File: config.mk
export PLATFORM = sky130hd
export DESIGN_NAME = accum_drain
export DESIGN_NICKNAME = d
export VERILOG_FILES = /design/src/rtl/accum_drain.sv
export SDC_FILE = /design/constraint.sdc
export NUM_CORES = 2
export LEC_CHECK = 0
export BUFFER_PORTS_ARGS = -buffer_cell sky130_fd_sc_hd__buf_2
export CORE_AREA = 4 4 722 724
export DETAILED_ROUTE_END_ITERATION = 6
export DIE_AREA = 0 0 726 728
export SYNTH_ARGS = -nofsm -noshare
export SYNTH_HDL_FRONTEND = slang
export SYNTH_SLANG_ARGS = --single-unit
File: constraint.sdc
create_clock -name clk -period 63.5 [get_ports clk]
set_clock_uncertainty 0.1 [all_clocks]
set_input_delay 9.525 -clock clk [delete_from_list [all_inputs] [get_ports clk]]
set_output_delay 9.525 -clock clk [all_outputs]
set_load 0.005 [all_outputs]
File: src/rtl/accum_drain.sv
// accum_drain: tracks accumulator latency, requantizes captured words into a 2-deep FIFO and serializes LANES-wide beats (in_valid/in_last/acc_i in; out_data/out_valid/out_last/out_ready stream; busy, sticky overflow)
module accum_drain #(
  parameter int DW     = 32,
  parameter int DP     = 56,
  parameter int LAT    = 3,
  parameter int LANES  = 8,
  parameter int OUT_DW = 8,
  parameter int SHIFT  = 8
) (
  input  logic                    clk,
  input  logic                    rst,
  input  logic                    in_valid,
  input  logic                    in_last,
  input  logic [DW*DP-1:0]        acc_i,
  output logic [OUT_DW*LANES-1:0] out_data,
  output logic                    out_valid,
  input  logic                    out_ready,
  output logic                    out_last,
  output logic                    busy,
  output logic                    overflow
);
  localparam int NB = DP / LANES;
  localparam int BW = NB > 1 ? $clog2(NB) : 1;
  localparam int WW = OUT_DW * DP;
  localparam int BTW = OUT_DW * LANES;
  localparam logic [BW-1:0] LB = BW'(NB - 1);
  localparam logic [DW:0] RND = (DW + 1)'(1) << (SHIFT - 1);
  logic [LAT-1:0] dv, dl;
  logic [WW-1:0] q;
  logic [WW-1:0] mem [2];
  logic [1:0] ml, cnt;
  logic wp, rp, cap, full, empty, fin, pop, push;
  logic [BW-1:0] beat;
  for (genvar i = 0; i < DP; i++) begin : g_q
    logic signed [DW:0] s, y;
    assign s = {acc_i[DW*i+DW-1], acc_i[DW*i +: DW]} + RND;
    assign y = s >>> SHIFT;
    assign q[OUT_DW*i +: OUT_DW] = y[DW] ? '0 : (|y[DW-1:OUT_DW]) ? '1 : y[OUT_DW-1:0];
  end
  always_comb begin
    cap = dv[LAT-1];
    empty = cnt == 2'd0;
    full = cnt[1];
    fin = beat == LB;
    out_valid = !empty;
    pop = out_valid & out_ready & fin;
    push = cap & (!full | pop);
    out_data = empty ? '0 : mem[rp][beat*BTW +: BTW];
    out_last = !empty & ml[rp] & fin;
    busy = (|dv) | !empty;
  end
  always_ff @(posedge clk) begin
    if (rst) begin
      dv <= '0;
      dl <= '0;
      wp <= 1'b0;
      rp <= 1'b0;
      cnt <= 2'd0;
      beat <= '0;
      overflow <= 1'b0;
    end else begin
      dv <= LAT'({dv, in_valid});
      dl <= LAT'({dl, in_valid & in_last});
      if (push) wp <= ~wp;
      if (pop) rp <= ~rp;
      cnt <= cnt + 2'(push) - 2'(pop);
      if (out_valid && out_ready) beat <= fin ? '0 : beat + 1'b1;
      if (cap && full && !pop) overflow <= 1'b1;
    end
  end
  always_ff @(posedge clk) begin
    if (push) begin
      mem[wp] <= q;
      ml[wp] <= dl[LAT-1];
    end
  end
endmodule
==> run_results.csv <==
group,metric,value,unit
synth,syn_area_per_cell,10.10,um2
cells_and_area,drive_gt1_frac,0.2598,
sta,final-setup-viol-count,0,
sta,max_freq,63.11,MHz
synth,synth_cell_types,89,
synth,ys_async_sr_fraction,0,
critical_path,required,53.87,ns
clocking,cts_tree,"done",
synth,synth_edf_count,898,
route,avgViaCountPerCell,4.047,
pwr,ir_worst_vdd,0.01884,mV
route,remaining_drc_errors,0,
sta,hold_viol_final,0,
sta,relSlewSlack,0.1697,
route,vias,59628,
sta,drv_slew,0,
die,die_h,728,um
critical_path,endpoint_kind,"output port",
pwr,clkPwrFrac,0.402,
cells_and_area,final_common_cell,"buf_2",
die,start_util,0.1220,
pwr,switchingPower,383.6,uW
route,first_pass_iters,5,
clocking,cts_hold_buf,0,
grt,grt_pass1_vias,55114,
pwr,power_density,17.95,mW/mm2
die,core,0.5153,mm2
sta,period_needed,15.85,ns
grt,grt_pass1_wl,442.8,mm
clocking,cts-buffers-inserted,106,
sta,tns,0,ns
placed_design,io_buffer_count,1472,
clocking,clk_pin_slew_worst_paths,0.06,ns
route,wire_per_inst,22.51,um
synth,synth_cells,6221,
pwr,p_sw_frac,0.2591,
route,antenna_left,0,
placed_design,hpwl,285.7,mm
critical_path,worstPathArrival,6.22,ns
die,die-area,0.5285,mm2
synth,ys_ff_latch,913,
cells_and_area,area_growth,31.20,%
synth,yosysSeqAreaShare,0.4339,
pwr,power.total,1480,uW
cells_and_area,fin_cells,14735,
grt,antenna_found_initial,229,
placed_design,dp.cells,14397,
run_status,status,"finished, final reports clean",
critical_path,critPathMaxFanout,58,
critical_path,cp-start-kind,"register",
clocking,cts_buffer_depth,4,
grt,grt_max_degree,76,
sta,period_share,0.2495,
clocking,post_cts_buffers,0,
cells_and_area,layout.nets,9577,
clocking,htree_levels,3,
clocking,cts-root-buf,"clkbuf_16",
placed_design,gp_congestion,0.9536,
grt,grt_use_total,0.1185,
synth,synth_nets,8076,
cells_and_area,final_cell_mix,"buf_2, edfxtp_1, a21oi_1",
route,drt_iter0_markers,4729,
die,die_x,726,um
pwr,power.leakage,0.02641,uW
critical_path,worstSetupPathType,"register to output port",
die,ios,1865,
pwr,comb_power_share,0.145,
sta,hold_ws,0.3351,ns
pwr,intPower,1097,uW
sta,max_slew.worst_pin.slew,1.245,ns
synth,yosys_most_used_dff,"edfxtp_1",
route,drt_wl_total,331.6,mm
grt,overflow,0,
min_path,hold_class,"register to register",
synth,synth_area,0.06284,mm2
job,drv_cap,0,
die,std_cell_rows,264,
sta,rsz0062_at_grt,"no",
pwr,p_seq_frac,0.453,
clocking,clock_latency,0.82,ns
critical_path,worstReg2RegStart,"beat[1]",
clocking,cts_resized,0,
min_path,min_from,"dl[2]",
clocking,clock_sinks,913,
synth,ys.warnings.count,0,
[stage by stage]
stage                     worst slack [ns]  utilization  cell area (um2)
final                                47.65       0.1600            82450
after global routing                 47.18       0.1596            82250
after CTS                            47.43       0.1593            82070
after detailed placement             48.39       0.1528            78760
after global placement               48.37       0.1528            78760
after floorplan                      33.63            -            62840
[kinds of logic after synthesis]
kind of cell / Yosys count / synth area share
compound gates: 1424 / 0.1429
xor+xnor: 649 / 0.09045
fa+ha+maj: 58 / 0.01155
buf+inv: 293 / 0.01762
flops: 913 / 0.4339
mux: 403 / 0.09041
simple gates: 2481 / 0.2132
[path summary, 6_finish.rpt]
kind | cells after the start | slack, ns | end
setup / recovery | 11 | 47.65 | out_data[18]
hold / removal | 0 | 0.34 | ml[1]
setup reg to reg | 10 | 57.05 | mem[1][17]
hold reg to reg | 0 | 0.34 | ml[1]
[metal layers]
layer,GRT usage,vias up,share of wire
met1,0.1582,28761,0.45
met3,0.03633,562,0.083
met5,0.001797,-,0.0013
li1,-,27837,-
met4,0.03261,66,0.030
met2,0.1837,2402,0.44
[sequential cells by signal (all words and copies together), names as in the netlist, named ones only]
register,flops
ml,2
wp,1
mem,896
dv,3
overflow,1
dl,3
cnt,2
rp,1
beat,3
[cell usage after synthesis (147+ instances only)]
library cell,count,area [um2]
xnor2_1,399,3495
o21ai_0,222,1111
nor2_1,378,1419
nand3_1,413,2067
edfxtp_1,898,26970
a31oi_1,147,919.6
xor2_1,250,2190
inv_1,151,566.8
a21oi_1,582,2913
nand4_1,305,1908
and3_1,156,975.9
nor3_1,249,1246
mux2i_1,238,2382
nand2_1,443,1663
[power by group through the flow]
stage | sequential [uW] | combinational, uW | clock [uW]
after floorplan | 688 | 89.6 | 0
final | 671 | 214 | 595
after global placement | 683 | 211 | 0
after CTS | 671 | 215 | 619
after global routing | 671 | 236 | 642
after detailed placement | 683 | 214 | 0
[worst max-delay path, cell delays in order, from the launching register on]
cell and delay [ns]:
dfxtp_4 0.72, buf_4 0.70, buf_12 0.38, buf_4 0.64, buf_4 0.80, mux2i_1 0.16
nor2_1 0.21, nor2_1 0.06, o21ai_0 0.12, o221ai_1 0.15, a21oi_1 0.74, buf_2 0.33
[final cells by class]
cell class,count,area [um2]
flip-flops and latches,913,27280
well taps,6783,8487
repair buffers,1535,7865
diodes,154,385.4
fillers,57835,432800
inverters,151,566.8
clock buffers,127,2753
multi-input cells,5015,34560
clock inverters,57,558.0
(Power assumes the default switching activity.)
